==> config.mk <==
export PLATFORM = sky130hd
export DESIGN_NAME = player2_position
export DESIGN_NICKNAME = d
export VERILOG_FILES = /design/src/rtl/player_pkg.sv /design/src/rtl/frame_tick.sv /design/src/rtl/player2_position.sv
export SDC_FILE = /design/constraint.sdc
export NUM_CORES = 1
export LEC_CHECK = 0
export ABC_AREA = 1
export ABC_CLOCK_PERIOD_IN_PS = 12700
export BUFFER_PORTS_ARGS = -buffer_cell sky130_fd_sc_hd__buf_4
export CORE_ASPECT_RATIO = 0.5
export CORE_MARGIN = 1.5
export CORE_UTILIZATION = 45
export DETAILED_ROUTE_END_ITERATION = 6
export PLACE_DENSITY = 0.6
export REMOVE_ABC_BUFFERS = 1
export SYNTH_ARGS = -nofsm -noshare
export SYNTH_HDL_FRONTEND = slang
export SYNTH_SLANG_ARGS = --single-unit
==> constraint.sdc <==
create_clock -name clk -period 12.7 [get_ports clk]
set_clock_uncertainty 0.15 [all_clocks]
set_input_delay 1.905 -clock clk [delete_from_list [all_inputs] [get_ports clk]]
set_output_delay 1.905 -clock clk [all_outputs]
set_load 0.005 [all_outputs]
==> src/rtl/player_pkg.sv <==
// Shared definitions for the player position and punch controller blocks.
// Screen geometry constants and the position-state encoding live here.
package player_pkg;

    typedef enum logic [1:0] {
        IDLE   = 2'd0,
        WALK   = 2'd1,
        LUNGE  = 2'd2,
        RECOIL = 2'd3
    } pos_state_t;

    localparam int SCREEN_X_MIN = 0;
    localparam int SCREEN_X_MAX = 637;
    localparam int SPRITE_W     = 125;

endpackage

==> src/rtl/frame_tick.sv <==
// Rising-edge detector turning the vertical-sync level into a one-clk frame tick.
// The level is assumed synchronous to clk.
module frame_tick (
    input  logic clk,
    input  logic Reset,
    input  logic level,
    output logic pulse
);

    logic level_q;

    // NOTE: registers are written with <= so every flop samples pre-edge values.
    always_ff @(posedge clk or posedge Reset) begin
        if (Reset) level_q <= 1'b0;
        else       level_q <= level;
    end

    assign pulse = level & ~level_q;

endmodule

==> src/rtl/player2_position.sv <==
// Per-frame X-position integrator for player 2: walk, lunge and recoil motion
// with wall/opponent clamping, plus a single landed-punch report per lunge.
module player2_position
    import player_pkg::*;
#(
    parameter int X_MIN         = SCREEN_X_MIN,
    parameter int X_MAX         = SCREEN_X_MAX,
    parameter int SPRITE_W      = player_pkg::SPRITE_W,
    parameter int X_INIT        = 400,
    parameter int WALK_STEP     = 2,
    parameter int RECOIL_STEP   = 4,
    parameter int RECOIL_FRAMES = 6
) (
    input  logic               clk,
    input  logic               Reset,
    input  logic               frame_clk,
    input  logic               walk_left,
    input  logic               walk_right,
    input  logic               punch_active,
    input  logic signed [31:0] punch_motion,
    input  logic [31:0]        opp_xpos,
    input  logic               hit_in,
    output logic [31:0]        Xpos,
    output logic               hit_out,
    output pos_state_t         state
);

    localparam logic [3:0] RC_INIT = 4'(RECOIL_FRAMES - 1);

    logic               tick;
    logic               hit_pend;
    logic               hit_now;
    logic               hit_done;
    logic               hit_done_n;
    logic               hit_fire;
    logic [3:0]         rc_cnt;
    logic [3:0]         rc_n;
    logic signed [31:0] x_q;
    logic signed [31:0] x_n;
    logic signed [31:0] cand;
    logic signed [31:0] opp_s;
    pos_state_t         state_n;

    frame_tick u_frame_tick (
        .clk   (clk),
        .Reset (Reset),
        .level (frame_clk),
        .pulse (tick)
    );

    // Upper bound is the nearer of the right wall and the opponent's left edge;
    // the lower bound is applied last so it wins when the range is empty.
    function automatic logic signed [31:0] clamp_x(input logic signed [31:0] c,
                                                   input logic signed [31:0] opp);
        logic signed [31:0] hi;
        logic signed [31:0] res;
        hi = X_MAX - SPRITE_W;
        if (opp - SPRITE_W < hi) hi = opp - SPRITE_W;
        res = c;
        if (res > hi)    res = hi;
        if (res < X_MIN) res = X_MIN;
        return res;
    endfunction

    assign opp_s   = signed'(opp_xpos);
    assign hit_now = hit_pend | hit_in;

    // NOTE: every signal driven here gets a default first, so no latches are inferred.
    always_comb begin
        state_n    = state;
        x_n        = x_q;
        rc_n       = rc_cnt;
        cand       = x_q;
        hit_fire   = 1'b0;
        hit_done_n = hit_done;
        if (tick) begin
            if (hit_now) begin
                state_n = RECOIL;
                rc_n    = RC_INIT;
                cand    = x_q - RECOIL_STEP;
                x_n     = clamp_x(cand, opp_s);
            end else if (state == RECOIL && rc_cnt != 4'd0) begin
                rc_n = rc_cnt - 4'd1;
                cand = x_q - RECOIL_STEP;
                x_n  = clamp_x(cand, opp_s);
            end else if (punch_active) begin
                state_n = LUNGE;
                cand    = x_q + punch_motion;
                x_n     = clamp_x(cand, opp_s);
            end else if (walk_left ^ walk_right) begin
                state_n = WALK;
                cand    = walk_left ? x_q - WALK_STEP : x_q + WALK_STEP;
                x_n     = clamp_x(cand, opp_s);
            end else begin
                state_n = IDLE;
            end

            // Contact is judged on the unclamped edge, since clamping stops at the opponent.
            if (state_n == LUNGE) begin
                if (!hit_done && (cand + SPRITE_W >= opp_s)) begin
                    hit_fire   = 1'b1;
                    hit_done_n = 1'b1;
                end
            end else begin
                hit_done_n = 1'b0;
            end
        end
    end

    always_ff @(posedge clk or posedge Reset) begin
        if (Reset) begin
            x_q      <= X_INIT;
            state    <= IDLE;
            rc_cnt   <= '0;
            hit_pend <= 1'b0;
            hit_done <= 1'b0;
            hit_out  <= 1'b0;
        end else begin
            x_q      <= x_n;
            state    <= state_n;
            rc_cnt   <= rc_n;
            hit_done <= hit_done_n;
            hit_out  <= hit_fire;
            hit_pend <= tick ? 1'b0 : (hit_pend | hit_in);
        end
    end

    assign Xpos = x_q;

endmodule

==> metrics.md, run 1 <==
| Metric | Value |
|---|---|
| VDD IR-drop max | `around 0.097 mV` |
| Initial Utilization | `a little under half` |
| Hold endpoint | `hit_pend$_DFF_PP0_` |
| HPWL after detailed placement | `around 63 mm` |
| Synth Area in Simple Gates | `50.0%` |
| Hold WC Path Type | `reg -> reg` |
| Root Buffer Master | `clkbuf_16` |
| Total GRT Usage | `between 40% and 50%` |
| Storage element area | `just over 0.001 mm2` |
| Most common cell after layout, fill and taps aside | `nand2_1` |
| Port-buffer cells | `104` |
| Multi-input gate area in the final layout | `between 0.01 and 0.015 mm2` |
| Clk Latency, worst-skew pair | `~0.33 ns` |
| Critical path type | `in -> reg` |
| FF-to-FF path depth | `26` |
| Fin nets | `between 3000 and 4000` |
| DRT Pass-1 Iters | `7` |
| I/O pin count | `106` |
| Crit. End Element | `flop` |
| Drt via density | `around 5.6` |
| Vias in the first global route | `17500` |
| Relative slew slack | `26.8%` |
| Hold WS | `about 0.36 ns` |
| # fillers | `~3900` |
| Ys Warns | `0` |
| Max Freq | `around 110 MHz` |
| Hold depth | `2` |
| Most frequent cells in the layout | `nand2_1 (1061), inv_1 (537), nor2_1 (323), nand3_1 (266), ha_1 (192)` |
| Synthesized cell area | `0.0157 mm2` |
| Final hold viol count | `0` |
| Share of layout cells above drive strength 1 | `approximately 6.9%` |
| Sink Count | `just over 40` |
| Final setup viols | `0` |
| RSZ-0062 raised after global routing | `false` |
| CTS resizes | `0` |
| Final wirelength | `76.2 mm` |
| Post-synth EDFFs | `0` |
| H-tree depth | `2` |
| Met2 usage | `approximately 56%` |
| Leak Pwr | `roughly 10 nW` |
| Crit path required time | `about 13 ns` |
| Met1 Resource Use GR | `around three fifths` |
| Core ar. | `0.0344 mm2` |
| Clock-pin slew on the worst setup and hold paths | `about 0.070 ns` |
| Met3 usage | `between 15 and 20%` |
| Overall power | `3.14 mW` |
| FF-to-FF Start | `Xpos[1]$_DFFE_PP0P_` |
| Proportion of synthesized area in mux cells | `0%` |
| Clk buf depth | `2` |
| First-pass GRT wire length | `about 110 mm` |
| Fin Setup TNS | `0 ns` |
| Synth Area in XOR/XNOR | `under 10%` |
| # hold bufs at CTS | `0` |
| DRC Markers | `0` |
| Wire per inst | `21.3 um` |
| Max-slew violations | `0` |
| CP max-delay cell | `nand2_2` |
| CTS tree | `done` |
| Worst-path maximum fanout | `35` |
| 1st-iter DRT viols | `roughly 2500` |
| Largest net degree at the start of global routing | `63` |
| RR Endpoint | `Xpos[2]$_DFFE_PP0P_` |
| Placed insts | `around 3600` |
| Placer Congestion | `1.11` |
| Tmin final | `9.34 ns` |
| Die H | `about 130 um` |
| Die area | `0.0360 mm2` |
| Post-Synth Adder-Cell Area | `between 10% and 20%` |
| #FFs+latches synth | `41` |
| Synth Flop Type | `dfrtp_1` |
| Async SR Flop Fraction | `100%` |
| Compound-Gate Fraction of Synth Area | `9.79%` |
| Area Growth Syn to Fin | `8.54%` |
| Pwr dens | `185 mW/mm2` |
| Post-synth cell types | `52` |
| Most used cell, CP | `nand2_1` |
| CP max stage delay | `~0.54 ns` |
| R2R Setup Slk | `between 5 and 6 ns` |
| Min-delay src | `u_frame_tick.level_q$_DFF_PP0_` |
| Grt peak-use layer | `met1` |
| Main combinational cell family by area after synthesis | `simple AND/OR/NAND/NOR gates` |
| Total congestion overflow | `0` |
| Die width | `between 200 and 300 um` |
| Period utilization | `about three quarters` |
| Worst Tran Pin Value | `1.10 ns` |
| CP Data Arrival Time | `between 9 and 10 ns` |
| Initial antenna violation count | `0` |
| Seq/Total Area, Yosys | `roughly 6.6%` |
| Row count | `48` |
| Max_cap viols | `0` |
| Postcts setup bufs | `0` |
| Syn avg cell area | `~5.2 um2` |
| Startpoint Class | `primary input` |
| Total CTS buffers | `5` |
| Syn Inst Count | `~3000` |
| Final antenna-violating net count | `0` |
| Non-filler cells, final | `3570` |
| Final Util | `about half` |
| Outcome | `finished, final reports clean` |
| DR vias | `between 15000 and 20000` |
==> kinds of logic after synthesis <==
kind of cell             Yosys count
AO/OA/AOI/OAI                    290
XOR/XNOR                          51
adder cells (fa/ha/maj)          194
buffers and inverters            610
flip-flops                        41
other                              1
AND/OR/NAND/NOR                 1837
==> synthesized netlist by cell type, types with 2 or more instances <==
cell | n | share of area, %
nor2_2 | 17 | 0.68
nand3b_1 | 5 | 0.24
nor4_2 | 4 | 0.32
nor2_4 | 8 | 0.57
a21oi_1 | 161 | 5.1
nand3_1 | 267 | 8.5
nor3_1 | 20 | 0.64
ha_1 | 192 | 15
nand2_1 | 1061 | 25
o21ai_1 | 6 | 0.19
o21a_1 | 7 | 0.34
buf_4 | 8 | 0.38
nand4_1 | 71 | 2.8
a21o_1 | 4 | 0.19
dfstp_2 | 3 | 0.50
buf_1 | 3 | 0.072
nor2_1 | 324 | 7.8
fa_1 | 2 | 0.26
nand3_2 | 5 | 0.32
o21ai_0 | 95 | 3.0
a31oi_1 | 2 | 0.080
and3_1 | 2 | 0.080
clkinv_1 | 2 | 0.048
dfrtp_1 | 38 | 6.1
buf_6 | 4 | 0.29
o21ai_2 | 2 | 0.11
clkbuf_1 | 18 | 0.43
xnor2_1 | 5 | 0.28
nand2_2 | 21 | 0.84
xor2_1 | 46 | 2.6
nor4_1 | 6 | 0.24
nand3_4 | 3 | 0.34
inv_1 | 538 | 13
and2_1 | 15 | 0.60
inv_2 | 14 | 0.34
buf_2 | 23 | 0.73
o21bai_1 | 7 | 0.34
==> layer usage <==
layer	vias up	part of all wire, %
li1	9655	-
met1	8924	45
met2	1144	37
met3	130	16
met4	0	2.9
met5	-	0
==> critical path: cells and delay by family <==
family / cells / cell delay (ns)
xor+xnor: 1 / 0.20
simple gates: 23 / 4.71
fa+ha+maj: 3 / 0.84
compound gates: 2 / 0.54
buf+inv: 7 / 1.15
==> state kept, by name (all words and copies together), names as in the netlist <==
| signal | flops |
|---|---|
| u_frame_tick.level_q | 1 |
| state | 2 |
| Xpos | 31 |
| rc_cnt | 4 |
| hit_out | 1 |
| hit_done | 1 |
| hit_pend | 1 |
==> where the power goes <==
group	switching (mW)	internal, mW
Clock	0.0748	0.0729
Sequential	0.0978	0.163
Combinational	1.92	0.811
==> layout make-up <==
type                            instances  share of cell area [%]
Tap cell                              475                    3.49
Sequential cell                        41                    6.05
Clock inverter                          3                   0.103
Inverter                              554                    12.2
Clock buffer                            5                   0.736
Timing Repair Buffer                  117                    5.16
Antenna cell                            2                  0.0294
Multi-Input combinational cell       2373                    72.2
==> per-stage QoR <==
| step | instance area, um2 | worst slack, ns |
|---|---|---|
| floorplan | 15400 | 4.65 |
| CTS | 17000 | 3.68 |
| global route | 17000 | 2.79 |
| global placement | 16900 | 3.57 |
| detailed placement | 16900 | 3.37 |
| finish | 17000 | 3.36 |
==> worst max path at each step <==
stage / start / end / slack (ns)
6_report: opp_xpos[0] / Xpos[28]$_DFFE_PP0P_ / 3.36
3_3_place_gp: opp_xpos[0] / Xpos[0]$_DFFE_PP0P_ / 3.57
3_5_place_dp: opp_xpos[0] / Xpos[0]$_DFFE_PP0P_ / 3.37
4_1_cts: opp_xpos[0] / Xpos[0]$_DFFE_PP0P_ / 3.68
2_1_floorplan: opp_xpos[0] / Xpos[4]$_DFFE_PP1P_ / 4.65
5_1_grt: opp_xpos[0] / Xpos[0]$_DFFE_PP0P_ / 2.79
Power figures use the tool's default switching activity.
==> run 2, diff against run 1 <==
--- a/config.mk
+++ b/config.mk
@@ -5,14 +5,14 @@
 export SDC_FILE = /design/constraint.sdc
 export NUM_CORES = 1
 export LEC_CHECK = 0
-export ABC_AREA = 1
-export ABC_CLOCK_PERIOD_IN_PS = 12700
+export ABC_AREA = 0
+export ABC_CLOCK_PERIOD_IN_PS = 8220
 export BUFFER_PORTS_ARGS = -buffer_cell sky130_fd_sc_hd__buf_4
 export CORE_ASPECT_RATIO = 0.5
 export CORE_MARGIN = 1.5
 export CORE_UTILIZATION = 45
 export DETAILED_ROUTE_END_ITERATION = 6
-export PLACE_DENSITY = 0.6
+export PLACE_DENSITY = 0.63
 export REMOVE_ABC_BUFFERS = 1
 export SYNTH_ARGS = -nofsm -noshare
 export SYNTH_HDL_FRONTEND = slang
==> constraint.sdc (replaced) <==
create_clock -name clk -period 8.22 [get_ports clk]
set_clock_uncertainty 0.15 [all_clocks]
set_input_delay 1.233 -clock clk [delete_from_list [all_inputs] [get_ports clk]]
set_output_delay 1.233 -clock clk [all_outputs]
set_load 0.005 [all_outputs]
==> run 2 against run 1 <==
  * Die area fell by 15%
  * Via count fell by 23%
  * Sequential power rose by 67%
  * Design area fell by 13%
  * Largest cell class unchanged
  * Largest power group unchanged
==> metrics.md, run 2 <==
| Metric | Value |
|---|---|
| Outcome | `finished, final reports clean` |
| Seq/Total Area, Yosys | `~8%` |
| Syn Inst Count | `approximately 1800` |
| Clk buf depth | `2` |
| Most common cell after layout, fill and taps aside | `ha_1` |
| Placed cell areas | `0.0146 mm2` |
| Fin nets | `approximately 2200` |
| Synthesized cell area | `between 0.01 and 0.015 mm2` |
| Root Buffer Master | `clkbuf_16` |
| Fin worst setup slack | `approximately 0.38 ns` |
| Worst-path maximum fanout | `20` |
| Final wirelength | `roughly 61 mm` |
| Final hold viol count | `0` |
| Relative slew slack | `~14%` |
| Pwr dens | `291 mW/mm2` |
| CTS resizes | `0` |
| Final setup viols | `0` |
| Initial antenna violation count | `1` |
| Max-slew violations | `0` |
| Clock group share of total power | `under 10%` |
| RR Endpoint | `Xpos[24]$_DFFE_PP0P_` |
| Psw | `between 2 and 3 mW` |
| DRT Pass-1 Iters | `6` |
| Most common cell in the netlist | `ha_1` |
| Crit path launch | `opp_xpos[7]` |
| Max_cap viols | `0` |
| Die width | `between 200 and 250 um` |
| P_int | `1.78 mW` |
| Storage element area | `about 0.0010 mm2` |
| Ys Warns | `0` |
| Final antenna-violating net count | `0` |
| Port-buffer cells | `about 100` |
| #FFs+latches synth | `41` |
| VDD IR-drop max | `0.132 mV` |
| Async SR Flop Fraction | `100%` |
| 1st-iter DRT viols | `roughly 2000` |
| FF-to-FF Start | `Xpos[1]$_DFFE_PP0P_` |
| FF-to-FF path depth | `22` |
| Postcts setup bufs | `0` |
| CP Data Arrival Time | `a little under 8 ns` |
| Max Freq | `between 100 and 150 MHz` |
| Final Util | `about half` |
| Tmin final | `7.84 ns` |
| DRC Markers | `0` |
| H-tree depth | `2` |
| Row count | `44` |
| Sink Count | `between 40 and 50` |
| Drt via density | `~6.6` |
| Die area | `0.0305 mm2` |
| Vias in the first global route | `approximately 14000` |
| # hold bufs at CTS | `0` |
| Share of layout cells above drive strength 1 | `14.1%` |
| Critical path type | `in -> reg` |
| Synth Flop Type | `dfrtp_1` |
| Initial Utilization | `a little under half` |
| Worst Tran Pin Value | `approximately 1.3 ns` |
| Largest net degree at the start of global routing | `42` |
| Synth top area cells | `ha_1 (18%), dfrtp_1 (7.2%), xnor2_1 (6.5%), a21oi_1 (5.5%), nand2_1 (4.5%)` |
| Leak Pwr | `between 6 and 7 nW` |
| Wire per inst | `26.1 um` |
| Commonest cells post-synth | `ha_1 (192), nand2_1 (160), nor2_1 (149)` |
| Cell taking the most area after synthesis | `ha_1` |
| CTS tree | `done` |
| Fin Setup TNS | `0 ns` |
| Total GRT Usage | `39.3%` |
| Reg power frac | `between 10% and 20%` |
| Max reg flops | `31` |
| Core ar. | `about 0.029 mm2` |
| Switching Share | `approximately three fifths` |
| Place WS | `just over 0.3 ns` |
| # fillers | `about 3000` |
| Fin area | `roughly 0.015 mm2` |
| Clock-pin slew on the worst setup and hold paths | `around 0.080 ns` |
| Syn avg cell area | `7.20 um2` |
| RSZ-0062 raised after global routing | `false` |
| Total CTS buffers | `5` |
| Crit. End Element | `flop` |
| Total congestion overflow | `0` |
| Clk Latency, worst-skew pair | `approximately 0.31 ns` |
| Post-synth EDFFs | `0` |
| Yosys top cell area share | `approximately 18%` |
| HPWL after detailed placement | `50.1 mm` |
| Combinational share of power | `between 80% and 90%` |
| Die H | `124 um` |
| I/O pin count | `106` |
| Post-synth cell types | `roughly 120` |
| Crit path required time | `8.30 ns` |
| Startpoint Class | `primary input` |
| Hold WC Path Type | `reg -> reg` |
| DR vias | `roughly 15000` |
| Multi-input gate area in the final layout | `about 0.011 mm2` |
| Period utilization | `a little over nine tenths` |
| Most frequent cells in the layout | `ha_1 (192), buf_4 (179), nand2_1 (160), nor2_1 (149), a21oi_1 (145)` |
| Placer Congestion | `1.04` |
| Area Growth Syn to Fin | `11.9%` |
| Setup crit end | `Xpos[2]$_DFFE_PP0P_` |
| First-pass GRT wire length | `around 90 mm` |
| R2R Setup Slk | `about 1 ns` |
==> run 2: cell type report <==
type | count | share of cell area [%]
multi-input combinational | 1602 | 76.6
clock inverter | 3 | 0.169
sequential | 41 | 6.96
clock buffer | 5 | 0.845
antenna | 2 | 0.0338
inverter | 107 | 2.71
timing repair buffer | 181 | 9.35
tap | 391 | 3.30
==> run 2: worst min path at each step <==
stage / startpoint / end / slack (ns) / depth (start not counted)
6_report: hit_done$_DFFE_PP0P_ / hit_out$_DFF_PP0_ / 0.29 / 1
3_5_place_dp: hit_done$_DFFE_PP0P_ / hit_out$_DFF_PP0_ / 0.29 / 1
2_1_floorplan: hit_done$_DFFE_PP0P_ / hit_out$_DFF_PP0_ / 0.26 / 1
5_1_grt: hit_done$_DFFE_PP0P_ / hit_out$_DFF_PP0_ / 0.31 / 1
3_3_place_gp: hit_done$_DFFE_PP0P_ / hit_out$_DFF_PP0_ / 0.28 / 1
4_1_cts: hit_done$_DFFE_PP0P_ / hit_out$_DFF_PP0_ / 0.30 / 1
==> run 2: routing by layer <==
layer | wire (um) | track usage (%) | vias to the layer above | share of wire (%)
li1 | - | - | 7101 | -
met1 | 28600 | 59.2 | 7172 | 47
met2 | 23500 | 54.4 | 904 | 39
met3 | 7140 | 10.1 | 127 | 12
met4 | 1690 | 9.27 | 2 | 2.8
met5 | 13 | 0 | - | 0.021
==> run 2: kinds of logic after synthesis <==
group,synth area share [%]
muxes,1.77
DFF,7.78
buffers and inverters,6.51
AOI/OAI and AO/OA,30.0
other,0.0283
adders and majority gates,18.5
and+or+nand+nor,26.6
xor gates and xnor gates,8.77
==> run 2: metrics by stage <==
step	hold slack, ns	cells	power [mW]
finish	0.288	2332	4.31
global route	0.310	2330	4.61
CTS	0.296	2330	4.18
detailed placement	0.286	2322	3.92
global placement	0.279	2322	3.95
floorplan	0.262	1750	2.70
==> run 2: power by group through the flow <==
stage | logic [mW] | registers (mW) | clock network (mW)
after global placement | 3.51 | 0.435 | 0
final | 3.64 | 0.436 | 0.234
after CTS | 3.52 | 0.431 | 0.232
after floorplan | 2.34 | 0.367 | 0
after global routing | 3.93 | 0.439 | 0.242
after detailed placement | 3.49 | 0.434 | 0
==> run 2: critical path: stages <==
cell	delay (ns)
buf_4	0.14
nor4_1	0.47
nand2_1	0.14
or2_2	0.34
nor4_2	0.44
nand3_1	0.23
nor3_1	0.25
xnor2_1	0.19
nand4_1	0.12
ha_1	0.31
buf_4	0.24
or3_1	0.56
ha_1	0.36
o21a_1	0.10
o21ai_0	0.16
a21oi_1	0.10
a211oi_1	0.46
o211ai_1	0.19
or3_1	0.53
and2_1	0.22
buf_4	0.21
a21o_1	0.31
o32a_1	0.39
a32oi_1	0.21
